--- src/rtl/p16_fp32_conv_arbiter.sv ---
// Round-robin arbiter sharing one posit<16,0> -> fp32 converter among NREQ
// requesters, with a single registered output slot and valid/ready backpressure.
module p16_fp32_conv_arbiter #(
  parameter int NREQ = 4,
  parameter int IDW  = 2
) (
  input  logic               clk,
  input  logic               rst,
  input  logic [NREQ-1:0]    req_valid,
  output logic [NREQ-1:0]    req_ready,
  input  logic [16*NREQ-1:0] req_p16,
  output logic               out_valid,
  input  logic               out_ready,
  output logic [31:0]        out_fp32,
  output logic [IDW-1:0]     out_id,
  output logic               busy
);

  // Regime is the run of bits equal to body[14]; the bits after its terminator
  // are the fraction, truncated to the top 8 bits of the fp32 mantissa.
  function automatic logic [31:0] p16_to_fp32(input logic [15:0] p);
    logic [15:0] mag;
    logic [14:0] body;
    logic [14:0] frac;
    logic [4:0]  run;
    logic        done;
    logic [7:0]  expo;
    mag  = p[15] ? (~p + 16'd1) : p;
    body = mag[14:0];
    run  = 5'd1;
    done = 1'b0;
    for (int i = 13; i >= 0; i--) begin
      if (!done) begin
        if (body[i] == body[14]) run = run + 5'd1;
        else                     done = 1'b1;
      end
    end
    frac = body << (run + 5'd1);
    expo = body[14] ? (8'd126 + {3'b000, run}) : (8'd127 - {3'b000, run});
    if (p == 16'h0000)      p16_to_fp32 = 32'h0000_0000;
    else if (p == 16'h8000) p16_to_fp32 = 32'h7FC0_0000;
    else                    p16_to_fp32 = {p[15], expo, frac[14:7], 15'd0};
  endfunction

  logic [IDW-1:0] rr_ptr;
  logic [IDW-1:0] grant;
  logic [IDW-1:0] next_ptr;
  logic           found;
  logic           load;
  logic [15:0]    sel_p16;
  logic [31:0]    conv_fp32;

  // NOTE: every variable gets a default before the search loop so no path
  // leaves it unassigned, which would otherwise infer a latch.
  always_comb begin
    int idx;
    idx   = 0;
    grant = '0;
    found = 1'b0;
    for (int off = 0; off < NREQ; off++) begin
      idx = int'(rr_ptr) + off;
      if (idx >= NREQ) idx = idx - NREQ;
      if (!found && req_valid[idx]) begin
        found = 1'b1;
        grant = IDW'(idx);
      end
    end
  end

  // Reset gates load so nothing is accepted during the reset cycle.
  assign load      = !rst && (!out_valid || out_ready) && found;
  assign req_ready = load ? (NREQ'(1) << grant) : '0;
  assign sel_p16   = req_p16[16*grant +: 16];
  assign conv_fp32 = p16_to_fp32(sel_p16);
  assign next_ptr  = (grant == IDW'(NREQ - 1)) ? '0 : grant + IDW'(1);
  assign busy      = out_valid || (|req_valid);

  // NOTE: sequential state uses non-blocking assignments so every register
  // samples pre-edge values regardless of statement order.
  always_ff @(posedge clk) begin
    if (rst) begin
      out_valid <= 1'b0;
      out_fp32  <= '0;
      out_id    <= '0;
      rr_ptr    <= '0;
    end else if (load) begin
      out_valid <= 1'b1;
      out_fp32  <= conv_fp32;
      out_id    <= grant;
      rr_ptr    <= next_ptr;
    end else if (out_ready) begin
      out_valid <= 1'b0;
    end
  end

endmodule

--- config.mk ---
export PLATFORM = sky130hd
export DESIGN_NAME = p16_fp32_conv_arbiter
export DESIGN_NICKNAME = d
export VERILOG_FILES = /design/src/rtl/p16_fp32_conv_arbiter.sv
export SDC_FILE = /design/constraint.sdc
export NUM_CORES = 1
export LEC_CHECK = 0
export ABC_AREA = 0
export BUFFER_PORTS_ARGS = -buffer_cell sky130_fd_sc_hd__buf_2
export CORE_ASPECT_RATIO = 1.1
export CORE_UTILIZATION = 35
export CTS_CLUSTER_SIZE = 12
export DETAILED_ROUTE_END_ITERATION = 16
export GPL_ROUTABILITY_DRIVEN = 0
export SLEW_MARGIN = 25
export SYNTH_ARGS = -nofsm -noshare
export SYNTH_HDL_FRONTEND = slang
export SYNTH_SLANG_ARGS = --single-unit
--- constraint.sdc ---
create_clock -name clk -period 22.2 [get_ports clk]
set_input_delay 1.11 -clock clk [delete_from_list [all_inputs] [get_ports clk]]
set_output_delay 1.11 -clock clk [all_outputs]
set_load 0.03 [all_outputs]
# After elaboration in Yosys (flattened, before gate mapping)
# Index checks and enable logic that the tools add are counted.
# totals
ff_bits	37
in_bits	71
out_inout_bits	40
elab_cells	156
# op_classes
n_addsub	25
order_cmp	8
n_eq_ne	16
shift	3
muxes	84
bitwise_logic	1
reduce_logical	15
# op_table
op	n
two-way mux 32 bit	6
two-way mux 5 bit	26
less-than comparator 32 x 4 -> 1 bit, second input constant	4
adder 5 x 1 -> 5 bit, second input constant	14
variable part select 64 x 7 -> 16 bit	1
two-way mux 1 bit	39
== test 16 bit, second input constant	1
logical NOT 16 bit	1
adder 15 x 1 -> 15 bit, second input constant	1
two-way mux 15 bit	1
inverter 15 bit	1
<< shifter 15 x 5 -> 15 bit	1
== test 1 bit	14
two-way mux 2 bit	6
subtractor 3 x 3 -> 4 bit, second input constant	3
>= comparator 3 bit, second input constant	3
adder 7 x 5 -> 8 bit, first input constant	1
binary-select mux 1 bit (select 2 bit)	4
two-way mux 8 bit	1
subtractor 7 x 5 -> 8 bit, first input constant	1
adder 2 x 2 -> 3 bit, second input constant	2
logical AND 1 bit	5
logical NOT 1 bit	5
two-way mux 4 bit	1
other kinds (9)	10

# Depth between registers and ports, before layout
# logic_depth
ltp_word	64
depth_mapped	53
depth_no_buf	49

# Least setup slack after synthesis
# Ideal clock, no wire load.
# synth_path
path_type	input to register
start	input port req_valid[1]
end	register out_fp32[22]
setup_time_ps	62
t_arrival_ps	10532
required_ps	22138
slack_ps	11606
path_stages	49
path_buffers	3
path_cell_list	or2_1 nand4bb_2 and2_4 inv_2 buf_6 buf_2 a211o_1 nand2_1 ha_1 a21boi_1 or3b_2 o32ai_4 nor2_2 nor2_1 nand2_1 o21ai_1 inv_1 ha_1 (+13 left out) mux2_2 nand2_1 nand2_1 ha_1 mux2_2 ha_1 mux2i_1 mux2i_1 or2_2 ha_1 clkbuf_1 inv_1 mux2_2 nor2_1 a211oi_1 a211oi_1 or4_1 nand3_1
# synth_between
elab_chain_cells	62
elab_cells_between_ends	116
classes_between	15 x add/sub; 15 x eq/ne; 2 x shift; 75 x mux; 1 x bitwise; 8 x reduce/logical
# synth_lines
item	line_no	text
from (decl)	9	input logic [NREQ-1:0] req_valid,
binary-select mux 1 bit (select 2 bit)	63	if (!found && req_valid[idx]) begin
two-way mux 1 bit (implied by the code) (2 in series)	63	
two-way mux 1 bit	63	
logical NOT 1 bit	63	
logical AND 1 bit	63	
two-way mux 1 bit	63	
logical NOT 1 bit	63	
logical AND 1 bit	63	
(+4 left out)	--	
via grant[0]	46	logic [IDW-1:0] grant;
(+41 left out)	--	
two-way mux 5 bit	33	if (!done) begin
adder 5 x 1 -> 5 bit	34	if (body[i] == body[14]) run = run + 5'd1;
two-way mux 5 bit	34	
two-way mux 5 bit	33	
adder 5 x 1 -> 5 bit	38	frac = body << (run + 5'd1);
<< shifter 15 x 5 -> 15 bit	38	
two-way mux 32 bit	41	else if (p == 16'h8000) p16_to_fp32 = 32'h7FC0_0000;
two-way mux 32 bit *	40	if (p == 16'h0000) p16_to_fp32 = 32'h0000_0000;
to (signal assigned)	88	out_fp32 <= conv_fp32;
to (decl)	14	output logic [31:0] out_fp32,
# The timed path passes the listed nets; every way through them passes the cells marked *. The select of a mux whose other input is x is not followed.
# A chain may end at the register's enable or synchronous reset.

# Worst setup path after layout
# layout_path
start	input port req_valid[1]
end	register out_fp32[22]
# layout_between
elab_chain_cells	62
elab_cells_between_ends	116
classes_between	15 x add/sub; 15 x eq/ne; 2 x shift; 75 x mux; 1 x bitwise; 8 x reduce/logical
# layout_lines
item	line_no
binary-select mux 1 bit (select 2 bit)	63
two-way mux 1 bit (implied by the code) (2 in series)	63
two-way mux 1 bit	63
logical NOT 1 bit	63
logical AND 1 bit	63
two-way mux 1 bit	63
logical NOT 1 bit	63
logical AND 1 bit	63
(+45 left out)	--
two-way mux 5 bit	33
adder 5 x 1 -> 5 bit	34
two-way mux 5 bit	34
two-way mux 5 bit	33
adder 5 x 1 -> 5 bit	38
<< shifter 15 x 5 -> 15 bit	38
two-way mux 32 bit	41
two-way mux 32 bit	40
# Several ways; a longest one is shown, not always the timed one. The select of a mux whose other input is x is not followed.

==> impl_metrics.py <==
metrics = {
    "outcome": {
        "outcome": "finished with violations",
        "violations": "DRC",
    },
    "critical_path": {
        "crit_fanout": 35,
        "critPathKind": "input port to flip-flop",
        "max_stage_delay_ns": 0.73,
        "cp_common_cell": "ha_1",
        "start_kind": "input port",
        "cp_data_required_time_ns": 22.39,
        "cpMaxStageDelayCell": "xor2_1",
        "critPathBufInv": 4,
        "end_kind": "flip-flop",
        "arrival_ns": 12.64,
        "crit_family": "simple AND/OR/NAND/NOR gates",
    },
    "timing": {
        "fin_skew_ns": 0.00226,
        "setup_viol": 0,
        "finalCritPeriodShare_pct": 56.1,
        "drv_slew": 0,
        "hold_viol": 0,
        "rsz0062_at_grt": "false",
        "setup_ws_ns": 9.75,
        "finalCriticalPeriod_ns": 12.45,
        "fmax_mhz": 80.3,
        "slew_headroom_pct": 36.3,
        "tns_ns": 0,
        "worst_pin_slew_ns": 0.948,
        "whs_ns": 0.456,
    },
    "finish": {
        "nets": 804,
        "antenna_cells": 0,
        "fillers": 1322,
        "drive_above_1_share_pct": 22.2,
        "syn_to_final_growth_pct": 11.3,
        "final_area_sq_um": 5130,
    },
    "yosys": {
        "yosys_warnings": 0,
        "yosysMostFrequentCell": "nand2_1",
        "synthFlopType": "dfxtp_1",
        "ys_types": 96,
        "synthTopCellsByArea": "dfxtp_1 9.6%, nand2_1 5.9%, nor2_1 5.2%, ha_1 4.6%, a211oi_1 4.6%",
        "ys_ff_latch": 22,
        "synth_area_per_cell_sq_um": 7.07,
        "synth_edf_count": 0,
        "postSynth.asyncResetShare_pct": 0,
        "syn_area_sq_um": 4610,
        "synth_top_area_share_pct": 9.56,
        "synthCells": 652,
        "yosysTopAreaCell": "dfxtp_1",
        "synth_commonest_cells": "72 x nand2_1, 64 x nor2_1, 38 x a21oi_1",
        "ys_seq_area_share_pct": 9.56,
    },
    "flow_run": {
        "maxCapViolCount": 0,
    },
    "floorplan": {
        "core_sq_um": 12800,
        "die_x_microns": 111,
        "die_height_microns": 122,
        "dieArea_sq_um": 13600,
        "start_util_pct": 36.1,
        "num_io_pins": 111,
        "row_count": 43,
    },
    "global_routing": {
        "grt_antenna_before_repair": 0,
        "grt_max_degree": 36,
        "grt_pass1_wl_microns": 22200,
        "grt_pass1_vias": 4628,
        "overflow": 0,
        "grtUsageTotal_pct": 19.5,
    },
    "routing": {
        "wirelength_microns": 13600,
        "drtPass1Iterations": 13,
        "ant_nets": 0,
        "routed_via_density": 5.78,
        "drc": 2,
        "drtIter0Drc": 333,
        "avgRoutedWirePerCell_microns": 15.6,
        "vias": 5038,
    },
    "place": {
        "dpl-instance-area_sq_um": 5040,
        "place_hpwl_microns": 11000,
        "pre_cts_ws_ns": 9.71,
        "place.port_buffers": 95,
    },
    "cts": {
        "clk_latency_ns": 0.25,
        "cts_tree": "done",
        "cts_max_path_buffers": 2,
        "clk_pin_slew_ns": 0.06,
        "cts_made_buffers": 3,
        "postCtsSetupRepairBufs": 0,
        "h-tree-depth": 1,
        "ctsHoldBuffers": 0,
        "cts.sinks": 22,
        "ctsResizeCount": 0,
        "cts_root_buf": "clkbuf_16",
    },
    "min_path": {
        "hold_path_class": "flip-flop to flip-flop",
    },
}
-- logic make-up (layout without fill, tap and decap cells) --
family	count (synthesis)	count (layout)	share of synthesized area, %
buf+inv	71	120	8.39
mux	20	20	5.16
simple gates	300	300	34.9
flops	22	22	9.56
fa+ha+maj	17	17	4.62
compound gates	184	184	29.7
other cells	1	15	0.0814
xor+xnor	37	37	7.52
-- cell usage in the layout, fill, tap and decap left out, types with 19 or more instances in the layout --
master,count
nor2_1,64
buf_2,95
xnor2_1,21
dfxtp_1,22
nand2_1,72
and3_1,29
a21oi_1,38
o21ai_0,28
nand3_1,19
a211oi_1,28
nor3_1,25
-- flip-flops by register name, summed over array words and instances, names as in the netlist --
signal	cells
rr_ptr	2
out_id	2
out_valid	1
out_fp32	17
-- area by class of cell --
cell class / instances / area (sq um) / area share, %
flip-flops and latches: 22 / 440 / 8.59
multi-input cells: 573 / 3840 / 74.8
clock buffers: 4 / 88.8 / 1.73
well taps: 157 / 196 / 3.83
repair buffers: 98 / 498 / 9.71
inverters: 18 / 67.6 / 1.32
-- per-stage QoR --
step                      utilization [%]  std cells
after global routing                 40.2        872
final                                40.2        872
after global placement               39.5        868
after CTS                            40.2        872
after detailed placement             39.5        868
after floorplan                         -        666
-- path summary, 6_finish.rpt --
path,startpoint,endpoint,slack [ns],depth (start not counted)
worst max-delay path,req_valid[1],out_fp32[22],9.75,48
worst min-delay path,out_fp32[31],out_fp32[31],0.46,2
worst max register to register,rr_ptr[0],out_fp32[22],10.45,47
worst min register to register,out_fp32[31],out_fp32[31],0.46,2
-- worst register-to-register path: cells and delay by family (launching register included) --
kind / cells / cell delay, ns
flip-flops: 1 / 0.35
adder cells (fa/ha/maj): 9 / 2.57
XOR/XNOR: 3 / 1.04
AO/OA/AOI/OAI: 11 / 2.81
multiplexers: 2 / 0.57
AND/OR/NAND/NOR: 19 / 3.78
buffers and inverters: 3 / 0.57
-- metal layers --
layer | track usage, % | up-vias | wire [microns] | part of all wire (%)
li1 | - | 2515 | - | -
met1 | 25.4 | 2297 | 6230 | 46
met2 | 34.6 | 201 | 6290 | 46
met3 | 1.98 | 25 | 774 | 5.7
met4 | 4.90 | 0 | 280 | 2.1
met5 | 0 | - | 0 | 0
Power is not shown: default switching activity piles up to over one toggle a cycle in this logic, so the estimate is an artifact.
